**config.mk**
```make
export PLATFORM = sky130hd
export DESIGN_NAME = mem_port_arbiter
export DESIGN_NICKNAME = d
export VERILOG_FILES = /design/src/rtl/mem_port_arbiter_pkg.sv /design/src/rtl/mem_port_arbiter.sv
export SDC_FILE = /design/constraint.sdc
export NUM_CORES = 1
export LEC_CHECK = 0
export CORE_AREA = 3 3 126 79
export CTS_CLUSTER_DIAMETER = 200
export DETAILED_ROUTE_END_ITERATION = 16
export DIE_AREA = 0 0 129 82
export PLACE_DENSITY = 0.82
export SYNTH_ARGS = -nofsm -noshare
export SYNTH_HDL_FRONTEND = slang
export SYNTH_SLANG_ARGS = --single-unit
```
**constraint.sdc**
```tcl
create_clock -name clk -period 5.1 [get_ports clk]
set_input_delay 1.53 -clock clk [delete_from_list [all_inputs] [get_ports clk]]
set_output_delay 1.53 -clock clk [all_outputs]
set_load 0.02 [all_outputs]
```
**src/rtl/mem_port_arbiter_pkg.sv**
```systemverilog
// Shared types for the three-way block-RAM port arbiter: FSM states,
// requester IDs, default geometry and the fixed-priority pick.
package mem_port_arbiter_pkg;

   localparam int unsigned ADDR_W_DEF = 10;
   localparam int unsigned DATA_W_DEF = 32;

   typedef enum logic [1:0] {
      ST_IDLE   = 2'd0,
      ST_ACCESS = 2'd1,
      ST_RESP   = 2'd2
   } state_e;

   typedef enum logic [1:0] {
      RID_IF  = 2'd0,
      RID_DM  = 2'd1,
      RID_DBG = 2'd2
   } req_id_e;

   // Loader beats data memory, data memory beats fetch.
   function automatic req_id_e pick_winner(input logic dbg_r, input logic dm_r);
      if (dbg_r)     return RID_DBG;
      else if (dm_r) return RID_DM;
      else           return RID_IF;
   endfunction

endpackage

```
**src/rtl/mem_port_arbiter.sv**
```systemverilog
// Arbitrates fetch, data-memory and loader requests onto one synchronous
// block-RAM port; one transaction at a time, IDLE -> ACCESS -> RESP.
module mem_port_arbiter
   import mem_port_arbiter_pkg::*;
#(
   parameter int unsigned ADDR_W = ADDR_W_DEF,
   parameter int unsigned DATA_W = DATA_W_DEF
) (
   input  logic              clk,
   input  logic              rst,
   input  logic              if_req,
   input  logic [ADDR_W-1:0] if_addr,
   input  logic              dm_req,
   input  logic              dm_we,
   input  logic [ADDR_W-1:0] dm_addr,
   input  logic [DATA_W-1:0] dm_wdata,
   input  logic              dbg_req,
   input  logic [ADDR_W-1:0] dbg_addr,
   input  logic [DATA_W-1:0] dbg_wdata,
   output logic              if_done,
   output logic              dm_done,
   output logic              dbg_done,
   output logic [DATA_W-1:0] rdata_out,
   output logic              ram_en,
   output logic              ram_we,
   output logic [ADDR_W-1:0] ram_addr,
   output logic [DATA_W-1:0] ram_wdata,
   input  logic [DATA_W-1:0] ram_rdata,
   output logic              busy
);

   state_e            state_q, state_d;
   req_id_e           wid_q, wid_d;
   logic [ADDR_W-1:0] addr_q, addr_d;
   logic [DATA_W-1:0] wdata_q, wdata_d;
   logic              we_q, we_d;
   logic              ram_en_q, ram_en_d;
   logic              ram_we_q, ram_we_d;
   logic              if_done_q, if_done_d;
   logic              dm_done_q, dm_done_d;
   logic              dbg_done_q, dbg_done_d;
   logic [DATA_W-1:0] rdata_q, rdata_d;
   logic              any_req;

   assign any_req = if_req | dm_req | dbg_req;

   always_comb begin
      state_d    = state_q;
      wid_d      = wid_q;
      addr_d     = addr_q;
      wdata_d    = wdata_q;
      we_d       = we_q;
      ram_en_d   = 1'b0;
      ram_we_d   = 1'b0;
      if_done_d  = 1'b0;
      dm_done_d  = 1'b0;
      dbg_done_d = 1'b0;
      rdata_d    = rdata_q;

      case (state_q)
         ST_IDLE: begin
            if (any_req) begin
               wid_d = pick_winner(dbg_req, dm_req);
               case (wid_d)
                  RID_DBG: begin
                     addr_d  = dbg_addr;
                     wdata_d = dbg_wdata;
                     we_d    = 1'b1;
                  end
                  RID_DM: begin
                     addr_d  = dm_addr;
                     wdata_d = dm_wdata;
                     we_d    = dm_we;
                  end
                  default: begin
                     addr_d  = if_addr;
                     wdata_d = '0;
                     we_d    = 1'b0;
                  end
               endcase
               // Port strobes are computed one cycle early so they leave a flop.
               ram_en_d = 1'b1;
               ram_we_d = we_d;
               state_d  = ST_ACCESS;
            end
         end

         ST_ACCESS: begin
            if_done_d  = (wid_q == RID_IF);
            dm_done_d  = (wid_q == RID_DM);
            dbg_done_d = (wid_q == RID_DBG);
            state_d    = ST_RESP;
         end

         ST_RESP: begin
            if (!we_q) begin
               rdata_d = ram_rdata;
            end
            state_d = ST_IDLE;
         end

         default: begin
            state_d = ST_IDLE;
         end
      endcase
   end

   always_ff @(posedge clk) begin
      if (rst) begin
         state_q    <= ST_IDLE;
         wid_q      <= RID_IF;
         addr_q     <= '0;
         wdata_q    <= '0;
         we_q       <= 1'b0;
         ram_en_q   <= 1'b0;
         ram_we_q   <= 1'b0;
         if_done_q  <= 1'b0;
         dm_done_q  <= 1'b0;
         dbg_done_q <= 1'b0;
         rdata_q    <= '0;
      end else begin
         state_q    <= state_d;
         wid_q      <= wid_d;
         addr_q     <= addr_d;
         wdata_q    <= wdata_d;
         we_q       <= we_d;
         ram_en_q   <= ram_en_d;
         ram_we_q   <= ram_we_d;
         if_done_q  <= if_done_d;
         dm_done_q  <= dm_done_d;
         dbg_done_q <= dbg_done_d;
         rdata_q    <= rdata_d;
      end
   end

   // RAM data arrives during RESP, so reads forward it straight through.
   assign rdata_out = (state_q == ST_RESP && !we_q) ? ram_rdata : rdata_q;
   assign ram_en    = ram_en_q;
   assign ram_we    = ram_we_q;
   assign ram_addr  = addr_q;
   assign ram_wdata = wdata_q;
   assign if_done   = if_done_q;
   assign dm_done   = dm_done_q;
   assign dbg_done  = dbg_done_q;
   assign busy      = (state_q != ST_IDLE);

endmodule

```
==> qor.csv, run 1 <==
metric,value,unit
total_power,1908,uW
grt_setup_unrepaired,false,
fin_setup_tns,0,ns
multiInputGateArea,1674,um2
drt-vias-per-instance,5.104,
grt_antenna_before_repair,0,
post_synth_num_cell_types,27,
pin_count_of_the_biggest_net_entering_global_routing,48,
final_hold_violation_count,0,
timing.critical_path.slowest_cell_delay,0.54,ns
p_leak,0.002289,uW
cts_inserted_buffers,9,
synth_simple_gate_area_share,9.901,%
synth_adder_area_share,0,%
cp_max_fo,2,
end_kind,output pin,
synth_top_area_share,47.52,%
critical_path_launch_point_type,primary input,
cts.sinks,84,
maxSlewHeadroom,24.62,%
wl_per_cell,16.30,um
worstSkewPairLatency,0.33,ns
timing.critical_path.buf_inv,2,
synth_top_area_cell,sky130_fd_sc_hd__dfxtp_1,
num_antenna_cells,0,
total_detailed_routing_wirelength,10770,um
finish.cell_count_without_fillers,661,
initial_core_util,39.38,%
worstReg2RegStart,state_q[0],
dominantRegCellSynth,sky130_fd_sc_hd__dfxtp_1,
grt_first_pass_wirelength,16260,um
hold_path_startpoint,wid_q[1],
yosys_warnings,0,
syn_inst,345,
drtAntennaViolNets,0,
cts.path.max_buffers,2,
number_of_setup_violations_in_the_final_report,0,
synth_xor_area_share,0,%
fmax,231.9,MHz
cts.repair_timing.setup_buffer_count,0,
critPathRequiredTime,3.57,ns
cts_hold_repair.buffers,0,
detailedRoute.firstIterationViolations,148,
status,"finished, final reports clean",
fin_nets,672,
grt_pass1_vias,3289,
gp_congestion,0.7465,
synth_sequential_area_ratio,47.52,%
synth_area,3538,um2
largest_family_of_logic_cells_by_synthesized_area,compound AO/OA/AOI/OAI gates,
post_cts_resized,0,
post_route_cell_area,5995,um2
layout-drive-gt1-share,12.29,%
grt_use_total,19.63,%
min_period_over_period,84.57,%
path_clk_slew,0.06,ns
synth_area_leaders,"sky130_fd_sc_hd__dfxtp_1 48%, sky130_fd_sc_hd__mux2_2 12%, sky130_fd_sc_hd__a211oi_1 7.0%",
numPortBuffers,211,
power_density_over_the_cells,318.3,nW/um2
crit_path_cell_trace,"clkdlybuf4s50_1, mux2_1, clkdlybuf4s50_1",
synth.net_count,477,
die-area,10580,um2
register_area,1682,um2
timing.critical_path.arrival,2.78,ns
muxShareOfSynthArea,16.20,%
synth_compound_area_share,21.00,%
synthArstFlopShare,0,%
synth.most_common_cell,sky130_fd_sc_hd__dfxtp_1,
cts.htree.levels,3,
pin_count,212,
std_cell_rows,27,
cap_viol_max_count,0,
worstMarginPinSlew,1.131,ns
place_inst,645,
vdd.ir_drop.worst,0.1665,mV
place_area,5672,um2
drt_pass_1_iters,6,
layout_min_cycle_time,4.313,ns
syn2layout_area_growth,69.41,%
timing.critical_path.slowest_stage_cell,sky130_fd_sc_hd__clkdlybuf4s50_1,
yosys_register_bits,84,
crit_family,buffers and inverters,
nFillCells,711,
synth_edf_count,0,
overall_die_height,82,um
clk_root_buffer_cell,sky130_fd_sc_hd__clkbuf_16,
crit_type,primary input to output pin,
detailroute.via_count,3374,
drc_errors,0,
yosys-top-cells-count,"84 x sky130_fd_sc_hd__dfxtp_1, 37 x sky130_fd_sc_hd__mux2_2, 36 x sky130_fd_sc_hd__a21oi_1",
synthesis.area_per_instance,10.26,um2
cp-startpoint,ram_rdata[0],
worst_hold_class,register to register,
cts_tree,yes,
maxSlewViolCount,0,
critical-path-top-cell-by-count,sky130_fd_sc_hd__clkdlybuf4s50_1,
die-width,129,um
grt-ovfl-total,0,
clock_skew,0.006802,ns
core,8986,um2
hpwl,7880,um
-- cell type report --
cell class / instances / area share (%)
clock buffer: 9 / 3.757
clock inverter: 7 / 1.628
timing repair buffer: 217 / 35.90
sequential: 84 / 28.05
multi-input combinational: 223 / 27.93
tap: 116 / 2.421
inverter: 5 / 0.3131
-- path summary, 6_finish.rpt --
check,endpoint,slack [ns],cells after the start
worst max-delay path,rdata_out[0],0.79,3
worst min register to register,dm_done,0.47,1
worst min-delay path,dm_done,0.47,1
worst max register to register,ram_wdata[8],2.98,5
-- kinds of logic (layout without fill, tap and decap cells) --
logic type	Yosys count	after routing
compound gates	113	113
mux	52	52
flops	84	84
buf+inv	38	238
simple gates	58	58
-- registers in the layout, summed over array words and instances (netlist names) --
register and flops:
ram_wdata 32, rdata_q 32, ram_addr 10, state_q 2, wid_q 2, dbg_done 1
dm_done 1, if_done 1, ram_en 1, ram_we 1, we_q 1
-- stage by stage --
step | worst slack [ns] | util, % | hold slack [ns]
2_1_floorplan | 1.661 | - | 0.4284
3_3_place_gp | 0.7967 | 63.12 | 0.4558
3_5_place_dp | 0.7792 | 63.12 | 0.4587
4_1_cts | 0.7732 | 66.71 | 0.4674
5_1_grt | 0.7461 | 66.71 | 0.4942
6_report | 0.7869 | 66.71 | 0.4701
-- placed cells by master (no fill, tap or decap), types with 3 or more instances in the layout --
cell,count
sky130_fd_sc_hd__nand2_1,12
sky130_fd_sc_hd__buf_4,6
sky130_fd_sc_hd__a211oi_1,33
sky130_fd_sc_hd__a21oi_1,36
sky130_fd_sc_hd__inv_1,3
sky130_fd_sc_hd__dfxtp_1,84
sky130_fd_sc_hd__clkbuf_16,9
sky130_fd_sc_hd__mux2_1,5
sky130_fd_sc_hd__and2_1,32
sky130_fd_sc_hd__clkdlybuf4s50_1,210
sky130_fd_sc_hd__o22ai_1,10
sky130_fd_sc_hd__mux2_2,37
sky130_fd_sc_hd__nor3b_1,3
sky130_fd_sc_hd__a22oi_1,32
sky130_fd_sc_hd__mux2i_1,10
-- layer usage --
layer	wire length, um	vias to the layer above	share of wire (%)	track usage (%)
met5	0	-	0	0
met2	5254	133	49	34.35
met1	4411	1572	41	22.25
li1	-	1654	-	-
met3	948	15	8.8	8.122
met4	157	0	1.5	5.556
-- where the power goes --
group | switching, uW | total [uW] | internal (uW)
clock | 267 | 699 | 431
sequential | 26.9 | 737 | 710
combinational | 217 | 473 | 256
total | 511 | 1910 | 1400
-- worst reg2reg max path, delay by kind of cell, from the launching register on --
family | cells | cell delay [ns]
AOI/OAI and AO/OA | 1 | 0.20
DFF | 1 | 0.37
buffers and inverters | 2 | 0.49
and+or+nand+nor | 2 | 0.89
Note: power is estimated with default switching activity, not from simulation.
==> run 2, diff against run 1 <==
--- a/config.mk
+++ b/config.mk
@@ -5,11 +5,11 @@
 export SDC_FILE = /design/constraint.sdc
 export NUM_CORES = 1
 export LEC_CHECK = 0
-export CORE_AREA = 3 3 126 79
+export CORE_AREA = 3 3 129 81
 export CTS_CLUSTER_DIAMETER = 200
 export DETAILED_ROUTE_END_ITERATION = 16
-export DIE_AREA = 0 0 129 82
-export PLACE_DENSITY = 0.82
+export DIE_AREA = 0 0 132 84
+export PLACE_DENSITY = 0.78
 export SYNTH_ARGS = -nofsm -noshare
 export SYNTH_HDL_FRONTEND = slang
 export SYNTH_SLANG_ARGS = --single-unit
==> constraint.sdc (replaced) <==
create_clock -name clk -period 4.11 [get_ports clk]
set_input_delay 1.233 -clock clk [delete_from_list [all_inputs] [get_ports clk]]
set_output_delay 1.233 -clock clk [all_outputs]
set_load 0.02 [all_outputs]
==> run 2 against run 1 <==
Critical path depth did not move. Sequential cell count did not move. Worst setup slack got worse by 0.43 ns. Die area rose by 4.8%. Clock power rose by 26%. Register-to-register slack got worse by 0.84 ns. Clock skew barely moved. Non-clock buffer count rose by 2. Routed wire length rose by 5.1%. Cell area rose by 0.56%. Sequential power rose by 24%.
==> qor.csv, run 2 (synthesized netlist as in run 1, its figures left out) <==
metric,value,unit,change
min_period_over_period,91.22,%,
timing.critical_path.slowest_cell_delay,0.55,ns,was 0.54 ns
whs_endpoint,ram_addr[9],,was dm_done
crit_type,primary input to output pin,,unchanged
cp_max_fo,2,,unchanged
grt-ovfl-total,0,,unchanged
layout_min_cycle_time,3.749,ns,
maxSlewViolCount,0,,unchanged
clk_root_buffer_cell,sky130_fd_sc_hd__clkbuf_16,,unchanged
grt_pass1_vias,3524,,was 3289
fmax,266.7,MHz,
critical-path-top-cell-by-count,sky130_fd_sc_hd__clkdlybuf4s50_1,,unchanged
num_antenna_cells,0,,unchanged
finish.cell_count_without_fillers,677,,was 661
finalWorstSetupSlack,0.3607,ns,was 0.7869 ns
wl_per_cell,16.72,um,was 16.30 um
cap_viol_max_count,0,,unchanged
pin_count_of_the_biggest_net_entering_global_routing,45,,was 48
cts.path.max_buffers,2,,unchanged
worstMarginPinSlew,0.6194,ns,was 1.131 ns
hold_depth,2,,was 1
timing.critical_path.arrival,2.52,ns,was 2.78 ns
vdd.ir_drop.worst,0.1982,mV,was 0.1665 mV
hold_path_startpoint,ram_addr[9],,was wid_q[1]
p_leak,0.002302,uW,was 0.002289 uW
cts.htree.levels,3,,unchanged
most_frequent_cells_in_the_layout,"210 x sky130_fd_sc_hd__clkdlybuf4s50_1, 84 x sky130_fd_sc_hd__dfxtp_1, 37 x sky130_fd_sc_hd__mux2_2",,unchanged
initial_core_util,38.37,%,was 39.38%
core,9223,um2,was 8986 um2
detailroute.via_count,3351,,was 3374
regToRegSetupSlack,2.14,ns,was 2.98 ns
pin_count,212,,unchanged
drc_errors,0,,unchanged
post_cts_resized,0,,unchanged
maxSlewHeadroom,58.65,%,was 24.62%
worst_hold_class,register to register,,unchanged
cts_hold_repair.buffers,0,,unchanged
worstReg2RegStart,state_q[0],,unchanged
drtAntennaViolNets,0,,unchanged
detailedRoute.firstIterationViolations,160,,was 148
worstSkewPairLatency,0.34,ns,was 0.33 ns
timing.critical_path.slowest_stage_cell,sky130_fd_sc_hd__clkdlybuf4s50_1,,unchanged
status,"finished, final reports clean",,unchanged
worstReg2RegEnd,ram_wdata[26],,was ram_wdata[8]
die-width,132,um,was 129 um
grt_antenna_before_repair,0,,unchanged
mostFrequentLayoutCell,sky130_fd_sc_hd__clkdlybuf4s50_1,,unchanged
place_inst,661,,was 645
fin_nets,674,,was 672
final_hold_violation_count,0,,unchanged
grt_use_total,20.01,%,was 19.63%
drt-vias-per-instance,4.950,,was 5.104
end_kind,output pin,,unchanged
layout-drive-gt1-share,12.61,%,was 12.29%
clock_skew,0.006878,ns,was 0.006802 ns
cts_inserted_buffers,9,,unchanged
dp_slack,0.3494,ns,was 0.7792 ns
overall_die_height,84,um,was 82 um
crit_path_cell_trace,"clkdlybuf4s50_1, mux2_1, clkdlybuf4s50_1",,unchanged
hpwl,8322,um,was 7880 um
gp_congestion,0.7979,,was 0.7465
std_cell_rows,27,,unchanged
cts_tree,yes,,unchanged
grt_first_pass_wirelength,17890,um,was 16260 um
numPortBuffers,211,,unchanged
total_detailed_routing_wirelength,11320,um,was 10770 um
fin_setup_tns,0,ns,unchanged
syn2layout_area_growth,70.37,%,was 69.41%
critical_path_launch_point_type,primary input,,unchanged
reg2reg_depth,6,,was 5
grt_setup_unrepaired,false,,unchanged
cts.sinks,84,,unchanged
cts.repair_timing.setup_buffer_count,0,,unchanged
die-area,11090,um2,was 10580 um2
drt_pass_1_iters,4,,was 6
number_of_setup_violations_in_the_final_report,0,,unchanged
power_density_over_the_cells,395.9,nW/um2,was 318.3 nW/um2
holdWs,0.4762,ns,was 0.4701 ns
path_clk_slew,0.06,ns,about the same
critPathRequiredTime,2.88,ns,was 3.57 ns
-- run 2: through the flow --
step                      utilization (%)  area [um2]  total power, uW
after floorplan                         -        3538             1211
after global routing                65.36        6028             2483
after detailed placement            61.85        5704             1527
final                               65.36        6028             2386
after CTS                           65.36        6028             2406
after global placement              61.85        5704             1511
-- run 2: how the worst max path moves through the flow --
| stage | startpoint | to |
|---|---|---|
| after floorplan | ram_rdata[0] | rdata_out[0] |
| final | ram_rdata[0] | rdata_out[0] |
| after detailed placement | ram_rdata[0] | rdata_out[0] |
| after CTS | ram_rdata[0] | rdata_out[0] |
| after global placement | ram_rdata[31] | rdata_out[31] |
| after global routing | ram_rdata[0] | rdata_out[0] |
-- run 2: power breakdown --
part           leakage (uW)  switching [uW]  internal, uW  total [uW]
Combinational       0.00146             275           319         594
Clock              0.000156             341           536         878
Sequential         0.000690            33.8           881         915
Total               0.00230             650          1740        2390
-- run 2: layer usage --
layer	global-route usage (%)	share of wire [%]
met5	0	0
met1	23.39	43
met4	4.766	1.1
met3	9.096	9.1
met2	33.63	47
-- run 2: final cells by class --
cell class | count | area [um2]
clock buffer | 9 | 225.2
clock inverter | 7 | 98.84
fill | 724 | 3194
inverter | 5 | 18.77
multi-input combinational | 223 | 1674
sequential | 84 | 1682
tap | 130 | 162.7
timing repair buffer | 219 | 2167
-- run 2: critical path, delay by kind of cell --
| family | cells | cell delay, ns |
|---|---|---|
| buf+inv | 2 | 0.97 |
| mux | 1 | 0.32 |
==> run 3, diff against run 2 <==
--- a/config.mk
+++ b/config.mk
@@ -5,6 +5,7 @@
 export SDC_FILE = /design/constraint.sdc
 export NUM_CORES = 1
 export LEC_CHECK = 0
+export CAP_MARGIN = 20
 export CORE_AREA = 3 3 129 81
 export CTS_CLUSTER_DIAMETER = 200
 export DETAILED_ROUTE_END_ITERATION = 16
==> results of run 3 <==
No change in the layout: final DEF, timing and power equal those of run 2.
